$ cat src/rtl/rr_arb_4_2.sv
// Four-requester round-robin arbiter with registered one-hot grant plus {valid, index} encoding.
// Latency: request sampled at one edge is granted after that edge; release hands off on the same edge.
// Backpressure: the owner keeps the grant while its req stays high; RR_ARB_TIMEOUT_EN adds a forced hand-off after MAX_HOLD cycles.
module rr_arb_4_2 #(
    parameter int MAX_HOLD = 8
) (
    input  logic       clk,
    input  logic       rst,
    input  logic [3:0] req,
    output logic [3:0] gnt,
    output logic [1:0] gnt_id,
    output logic       gnt_v,
    output logic       preempt
);

    typedef enum logic {IDLE, BUSY} state_t;

    state_t     state, state_nxt;
    logic [1:0] last, last_nxt;
    logic [3:0] gnt_nxt;
    logic [1:0] id_nxt;
    logic       v_nxt;
    logic       new_grant;

    logic       found;
    logic [1:0] win;
    logic [1:0] cand;
    logic       owner_req;
    logic       others;
    logic       force_hand;

    assign owner_req = req[gnt_id];
    assign others    = |(req & ~gnt);

`ifdef RR_ARB_TIMEOUT_EN
    localparam logic [7:0] HOLD_LIM = 8'(MAX_HOLD - 1);
    logic [7:0] hold_cnt;

    assign force_hand = (state == BUSY) && (hold_cnt == HOLD_LIM) && others;

    // Hold counter: cleared on each grant, counts ownership cycles, saturates at 255.
    always_ff @(posedge clk or posedge rst) begin
        if (rst) begin
            hold_cnt <= 8'd0;
        end else if (new_grant) begin
            hold_cnt <= 8'd0;
        end else if (state == BUSY && hold_cnt != 8'hFF) begin
            hold_cnt <= hold_cnt + 8'd1;
        end
    end

    // Preempt flags the first cycle of a grant taken from an owner that still requested.
    always_ff @(posedge clk or posedge rst) begin
        if (rst) begin
            preempt <= 1'b0;
        end else begin
            preempt <= force_hand && owner_req;
        end
    end
`else
    logic unused_cfg;

    assign force_hand = 1'b0;
    assign preempt    = 1'b0;
    assign unused_cfg = ^8'(MAX_HOLD);
`endif

    // Round-robin search: last+1, last+2, last+3, last; the previous owner is tried last.
    always_comb begin
        found = 1'b0;
        win   = last;
        cand  = last;
        for (int i = 1; i <= 4; i++) begin
            cand = last + 2'(i);
            if (!found && req[cand]) begin
                found = 1'b1;
                win   = cand;
            end
        end
    end

    // Next-state and next-grant decision.
    always_comb begin
        state_nxt = state;
        gnt_nxt   = gnt;
        id_nxt    = gnt_id;
        v_nxt     = gnt_v;
        last_nxt  = last;
        new_grant = 1'b0;
        case (state)
            IDLE: begin
                if (found) begin
                    new_grant = 1'b1;
                end
            end
            BUSY: begin
                if (!owner_req || force_hand) begin
                    if (found) begin
                        new_grant = 1'b1;
                    end else begin
                        state_nxt = IDLE;
                        gnt_nxt   = 4'b0000;
                        id_nxt    = 2'd0;
                        v_nxt     = 1'b0;
                    end
                end
            end
            default: state_nxt = IDLE;
        endcase
        if (new_grant) begin
            state_nxt = BUSY;
            gnt_nxt   = 4'b0001 << win;
            id_nxt    = win;
            v_nxt     = 1'b1;
            last_nxt  = win;
        end
    end

    // State, pointer and registered grant outputs.
    always_ff @(posedge clk or posedge rst) begin
        if (rst) begin
            state  <= IDLE;
            last   <= 2'd3;
            gnt    <= 4'b0000;
            gnt_id <= 2'd0;
            gnt_v  <= 1'b0;
        end else begin
            state  <= state_nxt;
            last   <= last_nxt;
            gnt    <= gnt_nxt;
            gnt_id <= id_nxt;
            gnt_v  <= v_nxt;
        end
    end

endmodule

$ cat config.mk
export PLATFORM = sky130hd
export DESIGN_NAME = rr_arb_4_2
export DESIGN_NICKNAME = d
export VERILOG_FILES = /design/src/rtl/rr_arb_4_2.sv
export SDC_FILE = /design/constraint.sdc
export NUM_CORES = 1
export LEC_CHECK = 0
export BUFFER_PORTS_ARGS = -buffer_cell sky130_fd_sc_hd__buf_2
export CORE_AREA = 2 2 39 41
export CTS_BUF_LIST = sky130_fd_sc_hd__clkbuf_4 sky130_fd_sc_hd__clkbuf_8 sky130_fd_sc_hd__clkbuf_16
export CTS_CLUSTER_DIAMETER = 120
export DETAILED_ROUTE_END_ITERATION = 8
export DIE_AREA = 0 0 41 43
export PLACE_DENSITY = 0.76
export RECOVER_POWER = 50
export REMOVE_ABC_BUFFERS = 1
export SLEW_MARGIN = 20
export SYNTH_ARGS = -nofsm -noshare
export SYNTH_HDL_FRONTEND = slang
export SYNTH_SLANG_ARGS = --single-unit
$ cat constraint.sdc
create_clock -name clk -period 1.59 [get_ports clk]
set_clock_uncertainty 0.2 [all_clocks]
set_input_delay 0.0795 -clock clk [delete_from_list [all_inputs] [get_ports clk]]
set_output_delay 0.0795 -clock clk [all_outputs]
set_load 0.05 [all_outputs]
# After elaboration in Yosys (flattened, before gate mapping)

Cells that the tools add are included.

$add $sub $neg: 3
$lt $le $gt $ge: 5
Equal/unequal tests: 2
Shifts and indexed selects: 1
Multiplexer cells: 36
Bitwise gates (word level): 1
Reductions and logical operators: 8

Operators by type and width:

| operator                                                   | count |
|---|---|
| 2-to-1 mux 1 bit                                           | 18 |
| 2-to-1 mux 2 bit                                           | 8 |
| 2-to-1 mux 4 bit                                           | 4 |
| less-than comparator 2 x 3 -> 1 bit, second input constant | 5 |
| binary-select mux 1 bit (select 2 bit)                     | 5 |
| adder 2 bit, second input constant                         | 2 |
| != test 2 bit, second input constant                       | 2 |
| << shifter 1 x 2 -> 4 bit, first input constant            | 1 |
| logical AND 1 bit                                          | 3 |
| zero test 1 bit                                            | 3 |
| AND reduction 3 bit                                        | 1 |
| adder 2 x 1 -> 2 bit, second input constant                | 1 |
| one-hot mux 1 bit (2 select lines)                         | 1 |
| nonzero test 2 bit                                         | 1 |
| inverter 1 bit                                             | 1 |

Bits in registers: 10
Bits of input ports: 6
Logic and storage cells: 61

# Depth between registers and ports, before layout

Depth after elaboration: 18
Depth in mapped cells: 4
Mapped depth without buffers: 4

# Worst setup path before layout

No wires, ideal clock.

Path type: flip-flop to flip-flop
Start: register gnt_id[0]
End: register gnt[2]
Arrival time: 1.574 ns
Slack: -0.305 ns
Cell stages (with the launch flop): 5
Clock period less this slack: 1.895 ns
Cell sequence: dfrtp_1 -> mux2i_1 -> o22a_1 -> o21ai_4 -> a22o_1

Cells in the longest elaborated chain, start to end: 6
Elaborated cells between the ends (all ways): 9

RTL lines:

| element                                                              | line | RTL |
|---|---|---|
| start: declaration                                                   | 11   | `output logic [1:0] gnt_id,` |
| start signal: assignment                                             | 131  | `gnt_id <= id_nxt;` |
| binary-select mux 1 bit (select 2 bit) *                             | 32   | `assign owner_req = req[gnt_id];` |
| 2-to-1 mux 1 bit (implied by the code) *                             | 32   |  |
| 2-to-1 mux 1 bit                                                     | 97   | `if (!owner_req \|\| force_hand) begin` |
| one-hot mux 1 bit (2 select lines)                                   | 90   | `case (state)` |
| != test 2 bit (no line) / nonzero test 2 bit (equally long branches) | --   |  |
| AND reduction 3 bit (no line)                                        | --   |  |
| end signal: assignment                                               | 130  | `gnt <= gnt_nxt;` |
| end: declaration                                                     | 10   | `output logic [3:0] gnt,` |

Every way passes the cells marked *; elsewhere a longest branch is shown, timed or not. The select of a mux whose other input is x is not followed.
A chain may end at the register's enable or synchronous reset.

# Final worst setup path

Start: register last[0]
End: register gnt[0]

Cells in the longest elaborated chain, start to end: 18
Elaborated cells between the ends (all ways): 34

RTL lines:

| element                                                              | line   | RTL |
|---|---|---|
| start: declaration                                                   | 19     | `logic [1:0] last, last_nxt;` |
| start signal: assignment                                             | 129    | `last <= last_nxt;` |
| adder 2 x 1 -> 2 bit                                                 | 74     | `cand = last + 2'(i);` |
| binary-select mux 1 bit (select 2 bit)                               | 75     | `if (!found && req[cand]) begin` |
| 2-to-1 mux 1 bit (implied by the code)                               | 75     |  |
| 2-to-1 mux 1 bit                                                     | 75     |  |
| zero test 1 bit                                                      | 75     |  |
| logical AND 1 bit                                                    | 75     |  |
| 2-to-1 mux 1 bit                                                     | 75     |  |
| zero test 1 bit                                                      | 75     |  |
| [... 2 more ...]                                                     | --     |  |
| zero test 1 bit                                                      | 75     |  |
| logical AND 1 bit                                                    | 75     |  |
| 2-to-1 mux 1 bit                                                     | 75     |  |
| 2-to-1 mux 1 bit                                                     | 92, 98 |  |
| 2-to-1 mux 1 bit                                                     | 97     |  |
| one-hot mux 1 bit (2 select lines)                                   | 90     |  |
| != test 2 bit (no line) / nonzero test 2 bit (equally long branches) | --     |  |
| AND reduction 3 bit (no line)                                        | --     |  |

Several ways; a longest one is shown, not always the timed one. The select of a mux whose other input is x is not followed.

==> flow_metrics.tcl <==
set metrics [dict create \
    status "complete, but fails checks" \
    violations "setup timing" \
    synth_edf_count 0 \
    die_x_um 41 \
    gp_congestion 0.745 \
    crit_path_end "gnt[0]" \
    swShare_pct 45.2 \
    p_clk_share_pct 11.3 \
    fillCellCount 125 \
    final_nets 81 \
    drt-total-wl_mm 1.29 \
    worstRegToRegCells 5 \
    path_cells "nand2b_1, a21oi_2, a311oi_2, buf_4, a22o_1" \
    hold_path_class "in2reg" \
    synthFlopType "dfrtp_1" \
    grt_start_max_net_pins 11 \
    post_drt_wl_per_cell_um 14.4 \
    grt_overflow 0 \
    drtAntennaViolNets 0 \
    criticalPathCategory "reg2reg" \
    ys_types 26 \
    ys_seq_area_share_pct 47.1 \
    fp.dieArea_um2 1760 \
    whs_ns 0.102 \
    postSynthAreaPerCell_um2 11.4 \
    grt_pass1_vias 455 \
    yosysMostFrequentCell "dfrtp_1" \
    cp_slowest_cell "dfstp_2" \
    crit_fanout 5 \
    finalPower_mw 1.74 \
    synth.area.top_cells "dfrtp_1 (37%), dfstp_2 (9.8%), a22o_1 (6.5%), o221ai_4 (4.9%), nand2b_1 (4.7%)" \
    initial_core_util_pct 38.8 \
    yosysTopAreaCell "dfrtp_1" \
    syn_area_um2 537 \
    drt-initial-drc-count 12 \
    syn_inst 47 \
    htree_levels 1 \
    rsz0062_at_grt "yes" \
    period_minus_slack_ns 1.60 \
    synthTopCellsByCount "dfrtp_1 (8), nand2_1 (5), a22o_1 (4), nand2b_1 (4)" \
    clkLatencyLatePin_ns 0.26 \
    row_count 14 \
    core_um2 1380 \
    syn_to_final_growth_pct 42.9 \
    internal_power_uw 952 \
    crit_cells 5 \
    hold_violations 0 \
    seqCellArea_um2 254 \
    slew_violations 0 \
    reg2reg_from "last[0]" \
    switchingPower_uw 784 \
    ys_warn_count 0 \
    yosysTopAreaCellShare_pct 37.3 \
    clkTransAtPathRegs_ns 0.07 \
    grt_antenna_before_repair 0 \
    ir_drop_mv 1.15 \
    setup_violations 3 \
    leakage_nw 0.362 \
    rrSetupSlack_ns -0.01 \
    critPathBufInv 1 \
    critPathMaxStageDelay_ns 0.60 \
    crit_family "flip-flops" \
    regToRegEndpoint "gnt[0]" \
    drtPass1Iterations 4 \
    crit_start "last[0]" \
    via_per_inst 5.24 \
    postLayoutSetupSlackWorst_ns -0.0142 \
    io_buffers 12 \
    multi_input_area_um2 304 \
    drc 0 \
    p_comb_share_pct 60.5 \
    cts_buffer_depth 2 \
    worstPathArrival_ns 1.54 \
    cts_tree "built" \
    fmax_mhz 623 \
    io_pins 14 \
    cts_sinks 10 \
    dp_hpwl_um 851 \
    synth_async_sr_flop_share_pct 100 \
    ys_ff_latch 10 \
    power.density_nw_per_um2 2260 \
    p_seq_share_pct 28.2 \
    numCtsBuffers 3 \
    grt_use_total_pct 15.1 \
    end_kind "flop" \
    num_vias 472 \
    start_kind "flop" \
    grt_pass1_wl_mm 1.82 \
    worstPathRequired_ns 1.53 \
    tns_ns -0.0242 \
    die_h_um 43 \
    drv_cap 0 \
    drive_gt1_share_pct 56.8 \
    num_antenna_cells 0 \
    period_share_pct 101 \
    cts_root_buf "clkbuf_4" \
]
## worst min path at each step
stage           start        end  slack, ns  cells after the start
6_report       req[1]  gnt_id[0]       0.10                      4
5_1_grt        req[1]  gnt_id[0]       0.10                      4
4_1_cts        req[1]  gnt_id[0]       0.08                      4
3_5_place_dp      rst  gnt_id[1]      -0.13                      2
3_3_place_gp      rst  gnt_id[1]      -0.14                      2
2_1_floorplan     rst     gnt[0]      -0.28                      1
## layout make-up
type | count | area share [%]
clock buffer | 4 | 3.92
tap | 16 | 2.61
sequential | 10 | 33.1
multi-input combinational | 35 | 39.6
inverter | 1 | 0.489
timing repair buffer | 24 | 20.2
## registers in the layout, indices dropped and copies added (netlist names)
name and flops:
gnt 4, last 2, gnt_id 2, state 1, gnt_v 1
## power groups by stage
stage	Combinational, mW	Sequential, mW	Clock [mW]
after floorplan	0.428	0.714	0
after global placement	0.921	0.472	0
after detailed placement	0.929	0.473	0
after CTS	0.974	0.470	0.204
after global routing	1.10	0.511	0.213
final	1.05	0.490	0.196
## through the flow
stage,instance area (um^2),worst slack [ns],instances,util [%]
floorplan,529,-0.305,46,-
global placement,662,-0.0462,81,47.8
detailed placement,662,-0.0395,81,47.8
CTS,731,-0.0247,89,52.8
global route,767,-0.0692,90,55.4
finish,767,-0.0142,90,55.4
## cells by family (layout without fill, tap and decap cells)
| logic type | after synthesis | in the layout | synth area share (%) |
|---|---|---|---|
| AOI/OAI and AO/OA | 17 | 17 | 30.8 |
| and+or+nand+nor | 15 | 15 | 15.6 |
| DFF | 10 | 10 | 47.1 |
| muxes | 2 | 2 | 3.73 |
| buffers and inverters | 2 | 29 | 2.10 |
| other | 1 | 1 | 0.699 |
## per-layer routing
metal | vias up | routed length, um | global-route usage, %
met2 | 14 | 668 | 22.5
met5 | - | 0 | 0
met4 | 0 | 0 | 10.0
li1 | 229 | - | -
met3 | 0 | 48 | 1.05
met1 | 229 | 576 | 20.2
## cell usage in the layout, fill, tap and decap left out, types with 2 or more instances in the layout
cell type and n:
dfrtp_1 7, clkbuf_4 4, nand2b_1 2, nand2_1 5, a22o_1 4, nand2b_4 2
dfstp_2 2, buf_4 10, dlygate4sd3_1 2, buf_2 12, a21o_2 2
## repair_timing
item | in CTS | in global routing
hold buffers | 2 | 0
endpoints found under the setup margin | 6 | 9
hold endpoints to repair | 11 | 0
gates cloned | 0 | 0
buffers inserted | 2 | 1
pin swaps | 5 | 4
gates resized for setup | 1 | 7
## worst reg2reg max path, cell delays in order, from the launching register on
cell and delay, ns:
dfstp_2 0.60, nand2b_1 0.10, a21oi_2 0.18, a311oi_2 0.06, buf_4 0.16, a22o_1 0.20
No activity file was read; power rests on OpenSTA's default activity.
